**src/rtl/noc_pkg.sv**
```systemverilog
// ============================================================================
// Module      : noc_pkg
// Description : Shared NoC definitions: flit width, flit types, port encoding.
// Revision    : 1.0 - initial release
// ============================================================================
`default_nettype none

package noc_pkg;

  localparam int FLIT_W   = 16;
  localparam int NUM_PORT = 5;

  // Flit type field occupies the two MSBs of every flit
  localparam logic [1:0] FT_BODY   = 2'b00;
  localparam logic [1:0] FT_HEAD   = 2'b01;
  localparam logic [1:0] FT_TAIL   = 2'b10;
  localparam logic [1:0] FT_SINGLE = 2'b11;

  localparam int P_LOCAL = 0;
  localparam int P_NORTH = 1;
  localparam int P_EAST  = 2;
  localparam int P_SOUTH = 3;
  localparam int P_WEST  = 4;

  localparam logic [NUM_PORT-1:0] OH_LOCAL = NUM_PORT'(1) << P_LOCAL;
  localparam logic [NUM_PORT-1:0] OH_NORTH = NUM_PORT'(1) << P_NORTH;
  localparam logic [NUM_PORT-1:0] OH_EAST  = NUM_PORT'(1) << P_EAST;
  localparam logic [NUM_PORT-1:0] OH_SOUTH = NUM_PORT'(1) << P_SOUTH;
  localparam logic [NUM_PORT-1:0] OH_WEST  = NUM_PORT'(1) << P_WEST;

  typedef logic [FLIT_W-1:0]   flit_t;
  typedef logic [NUM_PORT-1:0] port_oh_t;

  typedef enum logic [2:0] {
    ST_IDLE      = 3'd0,
    ST_LOAD_HEAD = 3'd1,
    ST_REQ       = 3'd2,
    ST_SEND      = 3'd3,
    ST_FETCH     = 3'd4,
    ST_LOAD      = 3'd5
  } ipc_state_e;

  function automatic logic [1:0] flit_type(input flit_t f);
    return f[FLIT_W-1 -: 2];
  endfunction

  // A single-flit packet is both a head and a tail
  function automatic logic is_head(input flit_t f);
    return (flit_type(f) == FT_HEAD) || (flit_type(f) == FT_SINGLE);
  endfunction

  function automatic logic is_tail(input flit_t f);
    return (flit_type(f) == FT_TAIL) || (flit_type(f) == FT_SINGLE);
  endfunction

endpackage : noc_pkg

`default_nettype wire

```
**src/rtl/xy_route.sv**
```systemverilog
// ============================================================================
// Module      : xy_route
// Description : Dimension-ordered (X then Y) route computation, one-hot output.
// Revision    : 1.0 - initial release
// ============================================================================
`default_nettype none

module xy_route
  import noc_pkg::*;
(
  input  logic [3:0]          i_dest_x,
  input  logic [3:0]          i_dest_y,
  input  logic [3:0]          i_x_id,
  input  logic [3:0]          i_y_id,
  output logic [NUM_PORT-1:0] o_port
);

  always_comb begin
    o_port = OH_LOCAL;
    if (i_dest_x > i_x_id) begin
      o_port = OH_EAST;
    end else if (i_dest_x < i_x_id) begin
      o_port = OH_WEST;
    end else if (i_dest_y > i_y_id) begin
      o_port = OH_NORTH;
    end else if (i_dest_y < i_y_id) begin
      o_port = OH_SOUTH;
    end
  end

endmodule : xy_route

`default_nettype wire

```
**src/rtl/input_port_ctrl.sv**
```systemverilog
// ============================================================================
// Module      : input_port_ctrl
// Description : Router input-port controller: FIFO fetch, XY route, request, send.
// Revision    : 1.0 - initial release
// ============================================================================
`default_nettype none

module input_port_ctrl
  import noc_pkg::*;
#(
  parameter logic [3:0] X_ID = 4'd0,
  parameter logic [3:0] Y_ID = 4'd0
) (
  input  logic                clk,
  input  logic                rst_n,
  input  logic                i_fifo_emp,
  output logic                o_fifo_rd,
  input  logic [FLIT_W-1:0]   i_fifo_data,
  output logic [NUM_PORT-1:0] o_req,
  input  logic                i_gnt,
  output logic [FLIT_W-1:0]   o_flit_out,
  output logic                o_flit_valid,
  input  logic                i_out_ready,
  output logic [7:0]          o_err_cnt
);

  ipc_state_e          r_state;
  flit_t               r_flit;
  port_oh_t            r_req;
  logic                r_flit_valid;
  logic [7:0]          r_err_cnt;

  port_oh_t            w_route;
  logic                w_err_sat;

  xy_route u_xy_route (
    .i_dest_x (i_fifo_data[7:4]),
    .i_dest_y (i_fifo_data[3:0]),
    .i_x_id   (X_ID),
    .i_y_id   (Y_ID),
    .o_port   (w_route)
  );

  assign w_err_sat = (r_err_cnt == 8'hFF);

  // The read strobe is decoded from state so the FIFO pops in the IDLE/FETCH
  // cycle and its data is present during the following LOAD cycle; gating by
  // rst_n keeps it low while reset is held.
  assign o_fifo_rd = rst_n && !i_fifo_emp &&
                     ((r_state == ST_IDLE) || (r_state == ST_FETCH));

  always_ff @(posedge clk or negedge rst_n) begin
    if (!rst_n) begin
      r_state      <= ST_IDLE;
      r_flit       <= '0;
      r_req        <= '0;
      r_flit_valid <= 1'b0;
      r_err_cnt    <= '0;
    end else begin
      unique case (r_state)
        ST_IDLE: begin
          if (!i_fifo_emp) begin
            r_state <= ST_LOAD_HEAD;
          end
        end

        ST_LOAD_HEAD: begin
          r_flit <= i_fifo_data;
          if (is_head(i_fifo_data)) begin
            r_req   <= w_route;
            r_state <= ST_REQ;
          end else begin
            if (!w_err_sat) begin
              r_err_cnt <= r_err_cnt + 8'd1;
            end
            r_state <= ST_IDLE;
          end
        end

        ST_REQ: begin
          if (i_gnt) begin
            r_flit_valid <= 1'b1;
            r_state      <= ST_SEND;
          end
        end

        ST_SEND: begin
          if (i_out_ready) begin
            r_flit_valid <= 1'b0;
            if (is_tail(r_flit)) begin
              r_req   <= '0;
              r_state <= ST_IDLE;
            end else begin
              r_state <= ST_FETCH;
            end
          end
        end

        ST_FETCH: begin
          if (!i_fifo_emp) begin
            r_state <= ST_LOAD;
          end
        end

        ST_LOAD: begin
          // A stray head inside a packet is flagged but still forwarded
          r_flit       <= i_fifo_data;
          r_flit_valid <= 1'b1;
          r_state      <= ST_SEND;
          if (is_head(i_fifo_data) && !w_err_sat) begin
            r_err_cnt <= r_err_cnt + 8'd1;
          end
        end

        default: begin
          r_state <= ST_IDLE;
        end
      endcase
    end
  end

  assign o_req        = r_req;
  assign o_flit_out   = r_flit;
  assign o_flit_valid = r_flit_valid;
  assign o_err_cnt    = r_err_cnt;

endmodule : input_port_ctrl

`default_nettype wire

```
**config.mk**
```make
export PLATFORM = sky130hd
export DESIGN_NAME = input_port_ctrl
export DESIGN_NICKNAME = d
export VERILOG_FILES = /design/src/rtl/noc_pkg.sv /design/src/rtl/xy_route.sv /design/src/rtl/input_port_ctrl.sv
export SDC_FILE = /design/constraint.sdc
export NUM_CORES = 1
export LEC_CHECK = 0
export ABC_AREA = 0
export CAP_MARGIN = 15
export CORE_MARGIN = 1
export CORE_UTILIZATION = 33
export DETAILED_ROUTE_END_ITERATION = 8
export GPL_ROUTABILITY_DRIVEN = 0
export SYNTH_ARGS = -nofsm -noshare
export SYNTH_HDL_FRONTEND = slang
export SYNTH_SLANG_ARGS = --single-unit
```
**constraint.sdc**
```tcl
create_clock -name clk -period 4.75 [get_ports clk]
set_input_delay 1.1875 -clock clk [delete_from_list [all_inputs] [get_ports clk]]
set_output_delay 1.1875 -clock clk [all_outputs]
set_load 0.01 [all_outputs]
```
# == Word level (Yosys, flattened, before mapping) ==
# Index checks and enable logic that the tools add are counted.
# classes
mux,22
add_sub_neg,1
n_lt_le_gt_ge,4
n_reduce_logical,17
eq_ne,19
# ops
op,n
$mux 5,6
$mux 8,3
$ne 2x2->1 const B,9
$pmux 3 s6,1
$pmux 8 s2,1
$mux 3,5
$reduce_and 4->1,3
$pmux 5 s2,1
$add 8x1->8 const B,1
$eq 8x8->1 const B,1
$gt 4x1->1 const B,2
$lt 4x1->1 const B,2
$eq 2x2->1 const B,3
$eq 3x2->1 const B,2
$eq 3x3->1 const B,2
$mux 4,1
$reduce_bool 2->1,2
$eq 3x1->1 const B,1
$logic_and 1x1->1,3
$logic_not 3->1,1
$logic_or 1x1->1,3
$pmux 1 s3,1
$reduce_and 3->1,1
$reduce_bool 3->1,1
5 further kinds,7
# word_totals
inputBits,21
output_inout_bits,31
wordCells,68
register_bits,33

# == Longest topological paths before layout ==
# Gate-level depths: netlist (run 1).
# depth
word_depth,7
mapped_depth,6
ltp_nobuf,5

# == Cells and area by module ==
# From an unflattened synthesis (run 1), not the netlist that was laid out.
# unflattened
hier_cells,149
area_unflattened_um2,1761.7
# by_module_without_submodules
mod,cells_each,area_each_um2,instances
input_port_ctrl,116,1497.7,1
xy_route,33,264.0,1

# == Worst setup path before layout (run 1) ==
# Ideal clock, no wire load.
# synth_timing
kind,input to output
from,input port i_fifo_emp
to,output port o_fifo_rd
required_ps,3563
cell_stages,1
arrival_time_ps,1625
slack_ps,1937
path_cell_list,nor4b_1
# synth_between
elab_chain_cells,3
# synth_lines
item,line_no,text
start: declaration,input_port_ctrl.sv:16,"input logic i_fifo_emp,"
$logic_not 1->1,-,
$logic_and 1x1->1 (2 in series),input_port_ctrl.sv:49,assign o_fifo_rd = rst_n && !i_fifo_emp &&
end: declaration,input_port_ctrl.sv:17,"output logic o_fifo_rd,"
# No other way between the ends.

# == Worst setup path in the final report (run 1) ==
# layout_timing
from,input port rst_n
to,output port o_fifo_rd
# layout_between
elab_chain_cells,2
# layout_lines
item,line_no,text
start: declaration,input_port_ctrl.sv:15,"input logic rst_n,"
$logic_and 1x1->1 (2 in series),input_port_ctrl.sv:49,
# No other way between the ends.

==> results of run 1 <==
cells by family (layout without fill, tap and decap cells):
logic type / Yosys count / in the layout / share of synthesized area, %
other: 1 / 2 / 0.257
XOR/XNOR: 6 / 6 / 4.88
flip-flops: 31 / 31 / 53.1
adder cells (fa/ha/maj): 1 / 1 / 0.856
buffers and inverters: 9 / 60 / 4.02
AO/OA/AOI/OAI: 17 / 17 / 8.31
multiplexers: 19 / 19 / 14.9
AND/OR/NAND/NOR: 31 / 31 / 13.7
path summary, 6_finish.rpt:
path | end | slack [ns] | depth (start not counted)
worst max-delay path | o_fifo_rd | 1.07 | 3
min in group asynchronous | o_req[0] | 1.33 | 2
worst min register to register | o_flit_out[1] | 0.49 | 1
worst max register to register | o_err_cnt[1] | 3.05 | 3
worst min-delay path | o_flit_out[1] | 0.49 | 1
max in group asynchronous | o_err_cnt[3] | 3.13 | 2
metal layers:
metal	share of wire (%)	vias up
met2	50	30
li1	-	507
met4	2.3	0
met5	0	-
met1	43	498
met3	4.9	6
sequential cells by signal, summed over array words and instances (netlist names):
signal and flops:
o_flit_out 16, o_err_cnt 8, o_req 3, r_state 3, o_flit_valid 1
per-stage QoR:
step	std cells	util [%]	total power (W)
after floorplan	116	-	0.000784
after global placement	209	48.0	0.00104
after detailed placement	209	48.0	0.00105
after CTS	217	50.4	0.00128
after global routing	217	50.4	0.00135
final	217	50.4	0.00126
where the power goes:
part	switching (W)	total, W	internal, W	leakage, nW
clock	0.0000905	0.000223	0.000132	0.0515
combinational	0.000230	0.000553	0.000323	0.441
sequential	0.000106	0.000485	0.000379	0.377
worst max-delay path: stages:
cell and delay [ns]:
clkdlybuf4s50_1 0.47, nor4b_1 0.24, clkdlybuf4s50_1 0.59
area by class of cell:
type / count / area (sq um) / area share (%)
multi-input combinational: 76 / 631 / 30.4
inverter: 2 / 7.51 / 0.362
sequential: 31 / 776 / 37.4
clock buffer: 8 / 100 / 4.83
timing repair buffer: 50 / 498 / 24.0
tap: 50 / 62.6 / 3.02
placed cells by master (no fill, tap or decap), types with 3 or more instances in the layout:
cell / count
clkdlybuf4s50_1: 49
dfrtp_1: 31
mux2_1: 14
clkbuf_8: 7
nand2_1: 6
nor2_1: 5
nand3_1: 4
xnor2_1: 4
mux2_2: 4
o21ai_0: 4
a21oi_1: 3
==> metrics.csv, run 1 <==
metric,value,unit
ys.flop_type,dfrtp_1,
grt.met3_usage,3.95,%
h-tree-depth,2,
synthTopCellsByArea,"dfrtp_1, mux2_1, mux2_2",
synthTopCellsByCount,"dfrtp_1, mux2_1, nand2_1, nor2_1",
slew_violations,0,
ys_types,41,
clkTransAtPathRegs,0.06,ns
cts_tree,built,
antenna_cells,0,
synth.most_common_cell,dfrtp_1,
core,4120,sq um
io_pins,52,
hpwlAfterDp,2230,um
status,finished clean,
holdWs,0.488,ns
peakVddDrop,269,uV
synth_area_leader_cell,dfrtp_1,
grtUsageTotal,15.1,%
crit_type,in2out,
async_reset_ff_share,100,%
worstReg2RegStart,r_state[0],
postRouteAntennaNets,0,
seq_area_frac_synth,53.1,%
nets,188,
via_per_inst,4.80,
skew,0.00615,ns
drive_gt1_share,10.8,%
netlist.area_leader.share,53.1,%
die_area,4700,sq um
grt_first_pass_wirelength,5040,um
end_kind,output port,
hold_violations,0,
pre_cts_slack,1.07,ns
synth_seq_cells,31,
synth-edff-count,0,
worstPathMaxFanout,2,
met1_usage,17.0,%
post_cts.repair.setup_buffers,0,
grt_pass1_vias,1067,
synthesis.area,1460,sq um
drc,0,
nFillCells,369,
dr.first_iter.drc_count,56,
fp-row-count,23,
drv_cap,0,
cp.arrival,2.49,ns
crit_required,3.56,ns
wl,3000,um
vias,1041,
initial_utilization,35.5,%
cts_resized,0,
cts_num_sinks,31,
fin_setup_tns,0,ns
placed_area,1970,sq um
grtUsageMet2,26.0,%
finalSetupViolations,0,
area_growth,42.0,%
antenna_found_initial,0,
yosysWarnings,0,
grt_overflow,0,
gr-max-usage-layer,met2,
ctsHoldBuffers,0,
wl_per_cell,13.8,um
finalInstanceArea,2070,sq um
setup_slack,1.07,ns
drt_pass1_iterations,4,
min_period_over_period,77.4,%
grt_max_degree,32,
fin_crit,3.68,ns
die_w,68.5,um
setup.worst_path.start,rst_n,
min_from,o_flit_out[1],
synthCells,115,
power.leakage,0.870,nW
syn_area_per_cell,12.7,sq um
clockBufferDepth,2,
cts_root_buf,clkbuf_8,
hp-class,reg2reg,
rsz0062_at_grt,false,
portBuffers,49,
powerDensity,608,nW/um^2
clock.fmax,0.272,GHz
die_h,68.5,um
startpoint_type,input port,
clock_latency,0.28,ns
cts_buffers,5,
Note: power is estimated with default switching activity, not from simulation.
==> inputs of run 2 (changes only) <==
clock period = 3.6 ns   (was 4.75 ns; I/O delays follow)
==> run 2 against run 1 <==
Net effect: via count increased by 0.67%; setup slack got worse by 0.59 ns; largest power group unchanged; sequential share of layout area decreased by 0.31 points; core utilization increased by 0.43 points; largest cell class unchanged; total power increased by 36%; wire length decreased by 0.13%; clock skew about the same; cell area increased by 0.84%; first-iteration DRC count increased by 7.1%; non-clock buffer count unchanged.
==> metrics.csv, run 2 (synthesis gave the netlist of run 1 again) <==
metric,value,unit,change
dr.first_iter.drc_count,60,,+7.1%
crit_top_cell,clkdlybuf4s50_1,,
min_from,o_flit_out[14],,
die_h,68.5,um,unchanged
cts_root_buf,clkbuf_8,,
holdPathEnd,o_flit_out[14],,
worstReg2RegStart,r_state[0],,
clockBufferDepth,2,,unchanged
drv_cap,0,,unchanged
core,4120,sq um,unchanged
setup_slack,0.479,ns,-0.595 ns
whs_path_depth,2,,+1
final_cell_mix,"clkdlybuf4s50_1, dfrtp_1, mux2_1, nand2_1, clkbuf_8",,
cts_resized,0,,unchanged
slew_violations,0,,unchanged
clock.fmax,0.320,GHz,
fin_setup_tns,0,ns,unchanged
multi_input_area,631,sq um,unchanged
cts_tree,built,,
via_per_inst,4.83,,+0.67%
largest_reg_flops,16,,unchanged
wl,3000,um,-0.13%
worstPathCellList,clkdlybuf4s50_1 -> nor4b_1 -> clkdlybuf4s50_1,,
fin_crit,3.12,ns,
post_cts.repair.setup_buffers,0,,unchanged
fp-row-count,23,,unchanged
crit_required,2.70,ns,-0.86 ns
drive_gt1_share,11.4,%,+0.60 points
pre_cts_slack,0.484,ns,-0.589 ns
max_stage_delay,0.60,ns,about the same
antenna_cells,0,,unchanged
met1_usage,18.1,%,+1.2 points
r2r-end,o_err_cnt[1],,
wl_per_cell,13.8,um,-0.13%
ctsHoldBuffers,0,,unchanged
crit_type,in2out,,
grtUsageMet2,23.7,%,-2.3 points
grt_max_degree,32,,unchanged
status,finished clean,,
cts_num_sinks,31,,unchanged
die_area,4700,sq um,unchanged
cts_buffers,5,,unchanged
grt_first_pass_wirelength,4870,um,-3.4%
drt_pass1_iterations,4,,unchanged
powerDensity,821,nW/um^2,+35%
postRouteAntennaNets,0,,unchanged
h-tree-depth,2,,unchanged
gr-max-usage-layer,met2,,
worstPathMaxFanout,2,,unchanged
power.leakage,0.879,nW,+1.1%
grtUsageTotal,14.4,%,-0.62 points
final_common_cell,clkdlybuf4s50_1,,
min_period_over_period,86.7,%,
hp-class,reg2reg,,
hpwlAfterDp,2230,um,+0.19%
nets,188,,unchanged
portBuffers,49,,unchanged
clock_latency,0.28,ns,about the same
peakVddDrop,315,uV,+17%
ff2ff_path_depth,3,,unchanged
grt.met3_usage,3.78,%,-0.16 points
rsz0062_at_grt,false,,
ff2ff_setup_slack,1.89,ns,-1.16 ns
skew,0.00625,ns,+0.000101 ns
startpoint_type,input port,,
initial_utilization,35.5,%,unchanged
holdWs,0.492,ns,+0.00437 ns
end_kind,output port,,
crit_slowest_cell,clkdlybuf4s50_1,,
clkTransAtPathRegs,0.06,ns,about the same
grt_overflow,0,,unchanged
cp.arrival,2.22,ns,-0.27 ns
antenna_found_initial,0,,unchanged
grt_pass1_vias,1028,,-3.7%
finalSetupViolations,0,,unchanged
nFillCells,363,,-1.6%
area_growth,43.2,%,
vias,1048,,+0.67%
io_pins,52,,unchanged
drc,0,,unchanged
power.total,0.00172,W,+36%
seqCellArea,776,sq um,unchanged
die_w,68.5,um,unchanged
hold_violations,0,,unchanged
==> run 2: metal layers <==
| metal | vias up | wire length (um) |
|---|---|---|
| met5 | - | 0 |
| met4 | 0 | 48 |
| met3 | 5 | 114 |
| met2 | 25 | 1490 |
| met1 | 511 | 1350 |
| li1 | 507 | - |
==> run 2: final cells by class <==
class	count	area share (%)
Clock buffer	6	3.95
Clock inverter	2	1.67
Inverter	2	0.359
Multi-Input combinational cell	76	30.1
Sequential cell	31	37.1
Tap cell	50	2.99
Timing Repair Buffer	50	23.8
==> run 2: worst max-delay path: cells and delay by family <==
kind / cells / cell delay [ns]
AND/OR/NAND/NOR: 1 / 0.25
buffers and inverters: 2 / 1.07
==> run 2: stage by stage <==
stage	instance area [sq um]	cells	util [%]
final	2090	217	50.8
after global routing	2090	217	50.8
after CTS	2090	217	50.8
after detailed placement	1970	209	48.0
after global placement	1970	209	48.0
after floorplan	1470	116	-
==> run 2: how the worst max path moves through the flow <==
stage	start	to	slack (ns)	cells after the start
2_1_floorplan	i_fifo_emp	o_fifo_rd	1.36	1
3_3_place_gp	rst_n	o_fifo_rd	0.52	3
3_5_place_dp	rst_n	o_fifo_rd	0.48	3
4_1_cts	rst_n	o_fifo_rd	0.47	3
5_1_grt	rst_n	o_fifo_rd	0.39	3
6_report	rst_n	o_fifo_rd	0.48	3
==> run 2: where the power goes <==
group	leakage (nW)	internal [W]	switching, W
sequential	0.377	0.000500	0.000139
clock	0.0612	0.000224	0.000127
combinational	0.441	0.000426	0.000301
==> edit, RTL diff (flow settings as in run 2) <==
`FLIT_W`: 16 -> 24.
--- a/src/rtl/noc_pkg.sv
+++ b/src/rtl/noc_pkg.sv
@@ -7,7 +7,7 @@
 
 package noc_pkg;
 
-  localparam int FLIT_W   = 16;
+  localparam int FLIT_W   = 24;
   localparam int NUM_PORT = 5;
 
   // Flit type field occupies the two MSBs of every flit
Ports: changed (resized i_fifo_data and o_flit_out); port bits go from 52 to 68. No check against the original RTL was run, so the function may have changed too.
==> edit against run 2 <==
  * Power increased by 17%
  * Clock power decreased by 22%
  * Wire length increased by 26%
  * Utilization increased by 0.39 points
  * Register-to-register slack improved by 0.08 ns
  * Sequential cell count increased by 8
  * Maximum frequency increased by 2.5%
  * Largest cell class unchanged
  * Count of clock-buffer cells in the layout increased by 1
  * Cell area increased by 19%
  * Highest routed layer unchanged
  * Setup slack improved by 0.076 ns
  * Synthesized area increased by 18%
==> edit: results (changes against run 2) <==
Timing
  – Worst clock skew: 0.00733 ns (was 0.00625 ns)
  – Tcrit/Tclk final: 84.6% (was 86.7%)
  – Hold_ws: 0.508 ns (was 0.492 ns)

Placement
  – Placed inst area: 2420 um^2 (was 1970 um^2)
  – Port bufs: 65 (was 49)
  – Worst slack at placement: 0.535 ns (was 0.484 ns)
  – Hpwl dp: 2790 um (was 2230 um)
  – Dpl cells: 263 (was 209)

Synthesis
  – Post-synth top cells: dfrtp_1 (39), mux2_2 (27), nor2_1 (8), o21ai_0 (7) (was dfrtp_1 (31), mux2_1 (14), nand2_1 (6), nor2_1 (5))
  – Synthesized area per cell: 12.7 um^2 (about the same)
  – Post-Synth XOR/XNOR Area: 2.03% (was 4.88%)
  – Sequential share of the synthesized area: 56.5% (was 53.1%)
  – Synth top area cells: dfrtp_1 (57%), mux2_2 (18%), o21ai_0 (2.0%) (was dfrtp_1 (53%), mux2_1 (11%), mux2_2 (3.1%))
  – Mux contribution to synthesized area: 18.5% (was 14.9%)
  – Compound-gate portion of the synthesized area: 7.39% (was 8.30%)
  – Post-synthesis adder-cell area fraction: 0.725% (was 0.856%)
  – Netlist cell types: 36 (was 41)

Layout
  – Fraction of final layout cells sized beyond drive strength 1: 20.6% (was 11.4%)
  – # nets final: 233 (was 188)
  – Max FFs per register: 24 (was 16)
  – Antenna diodes: 0 (unchanged)

Worst hold path
  – Hold_sp: o_flit_out[19]$_DFFE_PN0P_ (was o_flit_out[14]$_DFFE_PN0P_)
  – Hold EP: o_flit_out[19]$_DFFE_PN0P_ (was o_flit_out[14]$_DFFE_PN0P_)
  – Hold Path Stages: 1 (was 2)

GRT
  – Pin count of the biggest net entering global routing: 40 (was 32)
  – Vias in the first global route: 1320 (was 1028)
  – Global-route wire length before repair: 6210 um (was 4870 um)
  – GRT Total Usage: 15.2% (was 14.4%)

Run status
  – Status: complete, no violations (unchanged)

Critical path
  – Slowest stage delay, CP: 0.58 ns (was 0.60 ns)
  – R2r endpoint: o_flit_out[15]$_DFFE_PN0P_ (was o_err_cnt[1]$_DFFE_PN0P_)
  – Worst setup path startpoint: i_fifo_emp (was rst_n)
  – Arr. time, crit path: 2.15 ns (was 2.22 ns)
  – Flop2flop setup slack: 1.97 ns (was 1.89 ns)

Drt
  – Vias per Instance: 4.84 (was 4.83)
  – Initial DRC Count: 156 (was 60)
  – Post-Route WL: 3780 um (was 3000 um)

Pwr
  – Leakage: 1.03 nW (was 0.879 nW)
==> edit: area by class of cell <==
type	count	area (um^2)	area share (%)
well taps	67	83.8	3.35
clock inverters	1	5.00	0.200
inverters	3	11.3	0.450
multi-input cells	87	687	27.5
repair buffers	67	661	26.4
clock buffers	7	76.3	3.05
flip-flops and latches	39	976	39.0
==> edit: routing by layer <==
| layer | routed length [um] | global-route usage (%) | vias up |
|---|---|---|---|
| li1 | - | - | 612 |
| met1 | 1540 | 17.8 | 646 |
| met2 | 1880 | 24.4 | 48 |
| met3 | 302 | 7.18 | 6 |
| met4 | 54 | 5.24 | 0 |
| met5 | 0 | 0 | - |
==> edit: power breakdown <==
group / switching, mW / total, mW / leakage (nW) / internal (mW)
combinational: 0.356 / 0.941 / 0.516 / 0.585
sequential: 0.156 / 0.790 / 0.472 / 0.634
clock: 0.140 / 0.275 / 0.0422 / 0.136
total: 0.652 / 2.01 / 1.03 / 1.35
